<file path="src/rtl/sd_clk_pkg.sv">
// sd_clk_pkg: shared definitions for the SD clock switch controller and the
// clock divider it feeds.
//   - sd_clk_state_e : controller states ST_LOCK_WAIT..ST_SETTLE
//   - DEF_*_CYCLES   : default idle / settle / drain-timeout cycle counts
//   - MODE_SLOW/FAST : clock select encoding (0 = slow, 1 = fast)
package sd_clk_pkg;

  typedef enum logic [2:0] {
    ST_LOCK_WAIT,
    ST_STABLE,
    ST_DRAIN,
    ST_SWITCH,
    ST_SETTLE
  } sd_clk_state_e;

  localparam int unsigned DEF_IDLE_CYCLES    = 8;
  localparam int unsigned DEF_SETTLE_CYCLES  = 64;
  localparam int unsigned DEF_TIMEOUT_CYCLES = 65536;

  localparam logic MODE_SLOW = 1'b0;
  localparam logic MODE_FAST = 1'b1;

endpackage

</file>
<file path="src/rtl/sd_cycle_counter.sv">
// sd_cycle_counter: saturating up-counter with synchronous clear and enable.
//   clk, rst : clock and synchronous active-high reset
//   clr      : synchronous clear to zero (wins over en)
//   en       : count this cycle
//   hit      : count reaches TARGET on the coming edge (or is already there
//              with en high); lets the owner change state on that same edge
module sd_cycle_counter #(
  parameter int unsigned TARGET = 8
) (
  input  logic clk,
  input  logic rst,
  input  logic clr,
  input  logic en,
  output logic hit
);

  localparam int unsigned W = $clog2(TARGET + 1);

  logic [W-1:0] count;

  always_ff @(posedge clk) begin
    if (rst || clr) begin
      count <= '0;
    end else if (en && (32'(count) < TARGET)) begin
      count <= count + W'(1);
    end
  end

  assign hit = en && !clr && ((32'(count) + 32'd1) >= TARGET);

endmodule

</file>
<file path="src/rtl/sd_clk_switch_ctrl.sv">
// sd_clk_switch_ctrl: sequences changes of the SD clock select between slow
// (identification) and fast (transfer) clock. Holds the CMD/DAT engines off,
// waits for an idle bus, flips the select, then waits for the clock to settle.
//   iclk, irst    : reference clock, synchronous active-high reset
//   ipll_lock     : PLL lock level (already in iclk domain)
//   ireq_fast     : requested mode level (0 = slow, 1 = fast)
//   ibus_busy     : CMD/DAT transaction in progress
//   osel_clk      : clock select to the divider (0 = slow, 1 = fast)
//   ohold         : engines must not start new transactions
//   oclk_ready    : SD clock stable at the mode shown on osel_clk
//   oswitch_done  : one-cycle pulse when a mode switch completes
//   otimeout      : sticky drain-timeout flag
// Optional feature: define CLK_SWITCH_TIMEOUT_EN to bound DRAIN to
// TIMEOUT_CYCLES; otherwise DRAIN waits indefinitely and otimeout is 0.
module sd_clk_switch_ctrl
  import sd_clk_pkg::*;
#(
  parameter int unsigned IDLE_CYCLES    = DEF_IDLE_CYCLES,
  parameter int unsigned SETTLE_CYCLES  = DEF_SETTLE_CYCLES
`ifdef CLK_SWITCH_TIMEOUT_EN
  , parameter int unsigned TIMEOUT_CYCLES = DEF_TIMEOUT_CYCLES
`endif
) (
  input  logic iclk,
  input  logic irst,
  input  logic ipll_lock,
  input  logic ireq_fast,
  input  logic ibus_busy,
  output logic osel_clk,
  output logic ohold,
  output logic oclk_ready,
  output logic oswitch_done,
  output logic otimeout
);

  sd_clk_state_e state, state_next;
  logic sel_next;
  logic sw_flag, sw_flag_next;   // set by SWITCH; gates the done pulse
  logic done_next;
  logic in_drain, in_settle;
  logic idle_hit, settle_hit;

  assign in_drain  = (state == ST_DRAIN);
  assign in_settle = (state == ST_SETTLE);

  // Busy cycles restart the idle run; counter is held at zero outside DRAIN.
  sd_cycle_counter #(.TARGET(IDLE_CYCLES)) u_idle_cnt (
    .clk (iclk),
    .rst (irst),
    .clr (!in_drain || ibus_busy),
    .en  (in_drain && !ibus_busy),
    .hit (idle_hit)
  );

  sd_cycle_counter #(.TARGET(SETTLE_CYCLES)) u_settle_cnt (
    .clk (iclk),
    .rst (irst),
    .clr (!in_settle),
    .en  (in_settle),
    .hit (settle_hit)
  );

`ifdef CLK_SWITCH_TIMEOUT_EN
  logic tmo_hit, tmo, tmo_next;

  sd_cycle_counter #(.TARGET(TIMEOUT_CYCLES)) u_tmo_cnt (
    .clk (iclk),
    .rst (irst),
    .clr (!in_drain),
    .en  (in_drain),
    .hit (tmo_hit)
  );

  assign otimeout = tmo;
`else
  assign otimeout = 1'b0;
`endif

  always_comb begin
    state_next   = state;
    sel_next     = osel_clk;
    sw_flag_next = sw_flag;
`ifdef CLK_SWITCH_TIMEOUT_EN
    tmo_next     = tmo;
`endif
    case (state)
      ST_LOCK_WAIT: begin
        if (ipll_lock) begin
          state_next   = ST_SETTLE;
          sw_flag_next = 1'b0;
        end
      end
      ST_STABLE: begin
        if (ireq_fast != osel_clk) state_next = ST_DRAIN;
      end
      ST_DRAIN: begin
        // Abort beats switch; switch beats timeout.
        if (ireq_fast == osel_clk) begin
          state_next = ST_STABLE;
        end else if (idle_hit) begin
          state_next = ST_SWITCH;
`ifdef CLK_SWITCH_TIMEOUT_EN
        end else if (tmo_hit) begin
          state_next = ST_STABLE;
          tmo_next   = 1'b1;
`endif
        end
      end
      ST_SWITCH: begin
        sel_next     = ireq_fast;
        sw_flag_next = 1'b1;
        state_next   = ST_SETTLE;
      end
      ST_SETTLE: begin
        if (settle_hit) state_next = ST_STABLE;
      end
      default: state_next = ST_LOCK_WAIT;
    endcase

    if (!ipll_lock && (state != ST_LOCK_WAIT)) begin
      state_next   = ST_LOCK_WAIT;
      sel_next     = MODE_SLOW;
      sw_flag_next = 1'b0;
`ifdef CLK_SWITCH_TIMEOUT_EN
      tmo_next     = 1'b0;
`endif
    end

    done_next = in_settle && (state_next == ST_STABLE) && sw_flag;
`ifdef CLK_SWITCH_TIMEOUT_EN
    if (done_next) tmo_next = 1'b0;
`endif
  end

  // Outputs are registered from the next state so they line up with it.
  always_ff @(posedge iclk) begin
    if (irst) begin
      state        <= ST_LOCK_WAIT;
      osel_clk     <= MODE_SLOW;
      ohold        <= 1'b1;
      oclk_ready   <= 1'b0;
      oswitch_done <= 1'b0;
      sw_flag      <= 1'b0;
`ifdef CLK_SWITCH_TIMEOUT_EN
      tmo          <= 1'b0;
`endif
    end else begin
      state        <= state_next;
      osel_clk     <= sel_next;
      ohold        <= (state_next != ST_STABLE);
      oclk_ready   <= (state_next == ST_STABLE) || (state_next == ST_DRAIN);
      oswitch_done <= done_next;
      sw_flag      <= sw_flag_next;
`ifdef CLK_SWITCH_TIMEOUT_EN
      tmo          <= tmo_next;
`endif
    end
  end

endmodule

</file>
<file path="config.mk">
export PLATFORM = sky130hd
export DESIGN_NAME = sd_clk_switch_ctrl
export DESIGN_NICKNAME = d
export VERILOG_FILES = /design/src/rtl/sd_clk_pkg.sv /design/src/rtl/sd_cycle_counter.sv /design/src/rtl/sd_clk_switch_ctrl.sv
export SDC_FILE = /design/constraint.sdc
export NUM_CORES = 1
export LEC_CHECK = 0
export CAP_MARGIN = 10
export CORE_UTILIZATION = 60
export CTS_BUF_LIST = sky130_fd_sc_hd__clkbuf_4 sky130_fd_sc_hd__clkbuf_8
export DETAILED_ROUTE_END_ITERATION = 16
export PLACE_DENSITY = 0.87
export RECOVER_POWER = 25
export SETUP_SLACK_MARGIN = 0.15
export SYNTH_ARGS = -nofsm -noshare
export SYNTH_HDL_FRONTEND = slang
export SYNTH_HIERARCHICAL = 1
export SYNTH_SLANG_ARGS = --single-unit
</file>
<file path="constraint.sdc">
create_clock -name iclk -period 3.3 [get_ports iclk]
set_clock_uncertainty 0.2 [all_clocks]
set_input_delay 0.99 -clock iclk [delete_from_list [all_inputs] [get_ports iclk]]
set_output_delay 0.99 -clock iclk [all_outputs]
set_load 0.05 [all_outputs]
</file>
==> results of run 1 <==
## metal layers
layer | vias up | track usage
li1 | 433 | -
met1 | 388 | 0.2723
met2 | 11 | 0.3612
met3 | 0 | 0.06383
met4 | 0 | 0.09091
met5 | - | 0
## worst register-to-register path: stages (launching register included)
cell and delay, ns:
dfxtp_1 0.44, nor2_1 0.21, and2_1 0.29, inv_1 0.11, a2111oi_2 0.33, nand2_1 0.15, a2bb2oi_1 0.15, o22ai_1 0.22
o311ai_0 0.16
## cell type report
| class | count | area share |
|---|---|---|
| Multi-Input combinational cell | 87 | 0.5256 |
| Sequential cell | 19 | 0.3385 |
| Clock buffer | 4 | 0.02673 |
| Timing Repair Buffer | 9 | 0.07461 |
| Tap cell | 16 | 0.01782 |
| Inverter | 5 | 0.01670 |
## registers in the layout (all words and copies together), names as in the netlist
| signal | cells |
|---|---|
| u_settle_cnt/count | 7 |
| u_idle_cnt/count | 4 |
| state | 3 |
| oclk_ready | 1 |
| ohold | 1 |
| osel_clk | 1 |
| oswitch_done | 1 |
| sw_flag | 1 |
## layout by cell type, fill, tap and decap left out, types with 2 or more instances in the layout
| cell type | count |
|---|---|
| dfxtp_1 | 19 |
| nor2_1 | 8 |
| o21ai_0 | 7 |
| nand2_1 | 6 |
| nor3_1 | 6 |
| clkdlybuf4s50_1 | 6 |
| inv_1 | 5 |
| xnor2_1 | 5 |
| a21oi_1 | 5 |
| nand3_1 | 4 |
| clkbuf_4 | 4 |
| ha_1 | 3 |
| or3_1 | 3 |
| nor2b_1 | 2 |
| o22ai_1 | 2 |
| and2_2 | 2 |
| dlygate4sd3_1 | 2 |
| a31oi_1 | 2 |
| a2111oi_2 | 2 |
| and2b_2 | 2 |
| nand3b_1 | 2 |
| a41oi_1 | 2 |
## path summary, 6_finish.rpt
kind,startpoint,endpoint
worst max-delay path,ibus_busy,ohold$_SDFF_PP1_
worst min-delay path,sw_flag$_SDFFE_PP0P_,sw_flag$_SDFFE_PP0P_
worst max register to register,state[0]$_SDFF_PP0_,ohold$_SDFF_PP1_
worst min register to register,sw_flag$_SDFFE_PP0P_,sw_flag$_SDFFE_PP0P_
## cell families after synthesis
kind of cell    share of synthesized area
mux                              0.009792
fa+ha+maj                         0.03672
xor+xnor                          0.05141
buf+inv                           0.05018
other cells                      0.003668
simple gates                       0.2620
flops                              0.3721
compound gates                     0.2142
## where the power goes
group	total [mW]	leakage, nW	internal, mW	switching [mW]
logic	0.0233	0.215	0.00936	0.0139
registers	0.232	0.153	0.230	0.00200
clock network	0.117	0.0184	0.0552	0.0613
## through the flow
step / utilization / worst slack, ns
after floorplan: - / 0.8863
after global placement: 0.7119 / 0.3855
after detailed placement: 0.7119 / 0.3314
after CTS: 0.7313 / 0.6204
after global routing: 0.7289 / 0.4829
final: 0.7289 / 0.6407
==> flow_metrics.env, run 1 <==
export IMPL_finalSetupTns_ns=0
export IMPL_drt_pass1_iter_count=4
export IMPL_drc=0
export IMPL_maxSlewHeadroom=0.6624
export IMPL_cp_num_buf_inv=3
export IMPL_r2r_setup_slack_ns=0.88
export IMPL_dp_cells=136
export IMPL_async_flop_share=0
export IMPL_multi_input_area_sq_um=590.6
export IMPL_cts_tree="built"
export IMPL_hold_depth=2
export IMPL_gp_congestion=0.8498
export IMPL_stdcell_area_sq_um=1124
export IMPL_n_antenna_cell=0
export IMPL_track_usage=0.2223
export IMPL_synth_seq_area_share=0.3721
export IMPL_io_buffers=8
export IMPL_drt_wirelength_per_cell_um=12.84
export IMPL_hpwl_um=1326
export IMPL_rsz0062_at_grt="false"
export IMPL_dr_wl_met2_um=901
export IMPL_syn_inst=116
export IMPL_cp_max_fo=6
export IMPL_synth_edf_count=0
export IMPL_netlist_area_sq_um=1022
export IMPL_maxCapViolations=0
export IMPL_vias_per_cell=5.943
export IMPL_path_delay_family="compound AO/OA/AOI/OAI gates"
export IMPL_cts_sinks=19
export IMPL_ys_top_cells_by_count="19 x dfxtp_1, 8 x nor2_1, 7 x o21ai_0, 6 x nand2_1, 6 x nor3_1"
export IMPL_cts_buffers=3
export IMPL_cp_cell_sequence="clkdlybuf4s50_1 > or2_2 > inv_1 > inv_1 > a2111oi_2 > nor2_1 > o22ai_1 > o311ai_0"
export IMPL_leakagePower_nw=0.3869
export IMPL_post_cts_buffers=0
export IMPL_yosysWarnings=6
export IMPL_clockRootBuffer="clkbuf_4"
export IMPL_wirelength_um=1797
export IMPL_clk_pin_slew_worst_paths_ns=0.09
export IMPL_instances_no_fill=140
export IMPL_die_w_um=43.28
export IMPL_grt_pass1_vias=775
export IMPL_ys_types=46
export IMPL_antenna_found_initial=0
export IMPL_cpMaxStageDelayCell="clkdlybuf4s50_1"
export IMPL_finalCriticalPeriod_ns=2.659
export IMPL_wl_met3_um=52
export IMPL_cts_resized=0
export IMPL_clock_latency_ns=0.28
export IMPL_routed_top_layer="met3"
export IMPL_die_y_um=43.28
export IMPL_grt_pass1_wl_um=3167
export IMPL_clock_path_buffers=2
export IMPL_final_hold_viol_count=0
export IMPL_slowest_delay_ns=0.39
export IMPL_die_area_sq_um=1873
export IMPL_drtIter0Drc=9
export IMPL_ctsHoldBuffers=0
export IMPL_start_util=0.6631
export IMPL_register_area_sq_um=380.4
export IMPL_clock_fmax_mhz=376.0
export IMPL_place_area_sq_um=1097
export IMPL_syn_nets=124
export IMPL_ir_drop_uv=203.5
export IMPL_vias=832
export IMPL_nFillCells=122
export IMPL_outcome="finished clean"
export IMPL_yosys_area_top_type="dfxtp_1"
export IMPL_cp_depth=8
export IMPL_wl_met1_um=842
export IMPL_cp_start_kind="input pin"
export IMPL_ant_nets=0
export IMPL_layout_nets=133
export IMPL_critPathKind="in -> reg"
export IMPL_synth_area_leaders="dfxtp_1 37%, xnor2_1 4.3%, ha_1 3.7%, o21ai_0 3.4%, nor3_1 2.9%"
export IMPL_avgSynthCellArea_sq_um=8.812
export IMPL_grt_max_degree=13
export IMPL_ios=10
export IMPL_total_power_mw=0.3718
export IMPL_hold_ws_ns=0.2884
export IMPL_num_rows=14
export IMPL_synth_seq_cells=19
export IMPL_drive_gt1_frac=0.1290
export IMPL_areaGrowthSynthToFinish_pct=9.915
export IMPL_slew_violations=0
export IMPL_core_area_sq_um=1541
export IMPL_crit_required_ns=3.25
export IMPL_crit_top_cell="inv_1"
export IMPL_period_share=0.8058
export IMPL_synthFlopType="dfxtp_1"
export IMPL_endpoint_kind="register"
export IMPL_tightest_slew_ns=0.5049
export IMPL_setup_viol=0
export IMPL_synth_top_cell_area_share=0.3721
export IMPL_synth_most_common_cell="dfxtp_1"
export IMPL_grt_overflow=0
export IMPL_htreeDepth=1
export IMPL_hold_class="reg -> reg"
export IMPL_powerDensity_nw_per_um2=330.9
export IMPL_cp_data_arrival_time_ns=2.61
export IMPL_r2r_cells=8
Power figures use the tool's default switching activity.
==> run 2, diff against run 1 <==
--- a/config.mk
+++ b/config.mk
@@ -6,10 +6,10 @@
 export NUM_CORES = 1
 export LEC_CHECK = 0
 export CAP_MARGIN = 10
-export CORE_UTILIZATION = 60
+export CORE_UTILIZATION = 58
 export CTS_BUF_LIST = sky130_fd_sc_hd__clkbuf_4 sky130_fd_sc_hd__clkbuf_8
 export DETAILED_ROUTE_END_ITERATION = 16
-export PLACE_DENSITY = 0.87
+export PLACE_DENSITY = 0.85
 export RECOVER_POWER = 25
 export SETUP_SLACK_MARGIN = 0.15
 export SYNTH_ARGS = -nofsm -noshare
==> constraint.sdc (replaced) <==
create_clock -name iclk -period 2.54 [get_ports iclk]
set_clock_uncertainty 0.2 [all_clocks]
set_input_delay 0.762 -clock iclk [delete_from_list [all_inputs] [get_ports iclk]]
set_output_delay 0.762 -clock iclk [all_outputs]
set_load 0.05 [all_outputs]
==> flow_metrics.env, run 2 (synthesis gave the netlist of run 1 again) <==
export IMPL_most_common_layout_cells="19 x dfxtp_1, 7 x nor2_1, 7 x o21ai_0"
export IMPL_vias=872
export IMPL_clock_fmax_mhz=444.3
export IMPL_start_util=0.6484
export IMPL_r2r_start="state[2]$_SDFF_PP0_"
export IMPL_clock_path_buffers=2
export IMPL_hold_depth=2
export IMPL_drtIter0Drc=24
export IMPL_whs_endpoint="sw_flag$_SDFFE_PP0P_"
export IMPL_r2r_setup_slack_ns=0.35
export IMPL_finalSetupTns_ns=0
export IMPL_maxCapViolations=0
export IMPL_pwr_share_seq=0.620
export IMPL_instances_no_fill=145
export IMPL_tightest_slew_ns=0.5019
export IMPL_r2r_cells=7
export IMPL_cts_tree="built"
export IMPL_cts_buffers=3
export IMPL_cp_max_fo=3
export IMPL_powerDensity_nw_per_um2=412.1
export IMPL_grt_pass1_wl_um=3353
export IMPL_outcome="finished clean"
export IMPL_die_area_sq_um=1934
export IMPL_wl_met3_um=58
export IMPL_period_share=0.8861
export IMPL_wirelength_um=1909
export IMPL_largest_register="u_settle_cnt/count"
export IMPL_grt_max_degree=12
export IMPL_ir_drop_uv=343.6
export IMPL_wl_met1_um=945
export IMPL_p_sw_frac=0.2370
export IMPL_num_rows=14
export IMPL_hold_ws_ns=0.3058
export IMPL_final_util=0.7484
export IMPL_cp_data_arrival_time_ns=2.25
export IMPL_dp_cells=141
export IMPL_io_buffers=8
export IMPL_endpoint_kind="register"
export IMPL_hold_class="reg -> reg"
export IMPL_top_regs="u_settle_cnt/count: 7 flops, u_idle_cnt/count: 4 flops, state: 3 flops"
export IMPL_routed_top_layer="met4"
export IMPL_clockRootBuffer="clkbuf_4"
export IMPL_post_cts_buffers=0
export IMPL_hpwl_um=1453
export IMPL_vias_per_cell=6.014
export IMPL_cts_sinks=19
export IMPL_slew_violations=0
export IMPL_r2r_end="oswitch_done$_SDFF_PP0_"
export IMPL_antenna_found_initial=0
export IMPL_finalCriticalPeriod_ns=2.251
export IMPL_rsz0062_at_grt="false"
export IMPL_die_y_um=43.98
export IMPL_core_area_sq_um=1577
export IMPL_die_w_um=43.98
export IMPL_track_usage=0.2319
export IMPL_areaGrowthSynthToFinish_pct=15.42
export IMPL_ctsHoldBuffers=0
export IMPL_dr_wl_met2_um=893
export IMPL_drc=0
export IMPL_grt_overflow=0
export IMPL_gp_congestion=0.8384
export IMPL_setup_viol=0
export IMPL_htreeDepth=1
export IMPL_ant_nets=0
export IMPL_power_frac_comb=0.066
export IMPL_largest_reg_flops=7
export IMPL_p_clk_frac=0.314
export IMPL_critPathKind="in -> reg"
export IMPL_drt_pass1_iter_count=6
export IMPL_clk_pin_slew_worst_paths_ns=0.11
export IMPL_mostFrequentLayoutCell="dfxtp_1"
export IMPL_worstHoldStart="sw_flag$_SDFFE_PP0P_"
export IMPL_power_switching_mw=0.1153
export IMPL_leakagePower_nw=0.4309
export IMPL_final_hold_viol_count=0
export IMPL_p_int_mw=0.3710
export IMPL_maxSlewHeadroom=0.6649
export IMPL_layout_nets=138
export IMPL_drt_wirelength_per_cell_um=13.17
export IMPL_ios=10
export IMPL_crit_required_ns=2.54
export IMPL_n_antenna_cell=0
export IMPL_clock_latency_ns=0.29
export IMPL_drive_gt1_frac=0.1860
export IMPL_cp_start_kind="input pin"
export IMPL_grt_pass1_vias=816
[run 2: per-stage QoR]
stage | power (mW) | setup slack, ns | cell area (sq um)
floorplan | 0.3287 | 0.3543 | 1022
global placement | 0.3401 | -0.06828 | 1135
detailed placement | 0.3406 | -0.1358 | 1135
CTS | 0.4934 | 0.1516 | 1159
global route | 0.5054 | 0.1915 | 1180
finish | 0.4863 | 0.2893 | 1180
[run 2: routing by layer]
| layer | up-vias | global-route usage |
|---|---|---|
| met2 | 15 | 0.3970 |
| li1 | 445 | - |
| met1 | 410 | 0.2987 |
| met5 | - | 0 |
| met4 | 0 | 0.09091 |
| met3 | 2 | 0.02500 |
[run 2: how the worst max path moves through the flow]
stage | startpoint | endpoint | slack [ns] | cells past startpoint
CTS | ohold$_SDFF_PP1_ | ohold | 0.15 | 1
global placement | ibus_busy | ohold$_SDFF_PP1_ | -0.07 | 8
detailed placement | ibus_busy | ohold$_SDFF_PP1_ | -0.14 | 8
finish | ibus_busy | oclk_ready$_SDFF_PP0_ | 0.29 | 8
floorplan | ibus_busy | ohold$_SDFF_PP1_ | 0.35 | 7
global route | ibus_busy | ohold$_SDFF_PP1_ | 0.19 | 8
[run 2: timing repair]
action                                  4_1_cts  5_1_grt
endpoints found under the setup margin        3        4
hold endpoints to repair                      0        0
resized for setup                             3        6
[run 2: critical path, cell delays in order]
cell	delay, ns
clkdlybuf4s50_1	0.39
or2_2	0.34
inv_1	0.08
inv_1	0.06
a2111oi_4	0.20
and2b_1	0.17
o22ai_1	0.07
and2_2	0.18
[run 2: layout make-up]
class / instances / area, sq um
inverter: 5 / 18.77
sequential: 19 / 380.4
timing repair buffer: 14 / 120.1
tap: 16 / 20.02
fill: 124 / 396.6
clock inverter: 1 / 5.005
clock buffer: 3 / 22.52
multi-input combinational: 87 / 613.1
[run 2: power by group through the flow]
stage	Sequential (mW)	Combinational [mW]	Clock (mW)
after floorplan	0.307	0.0222	0
after global placement	0.308	0.0318	0
after detailed placement	0.308	0.0322	0
after CTS	0.302	0.0325	0.159
after global routing	0.302	0.0349	0.168
final	0.302	0.0319	0.153
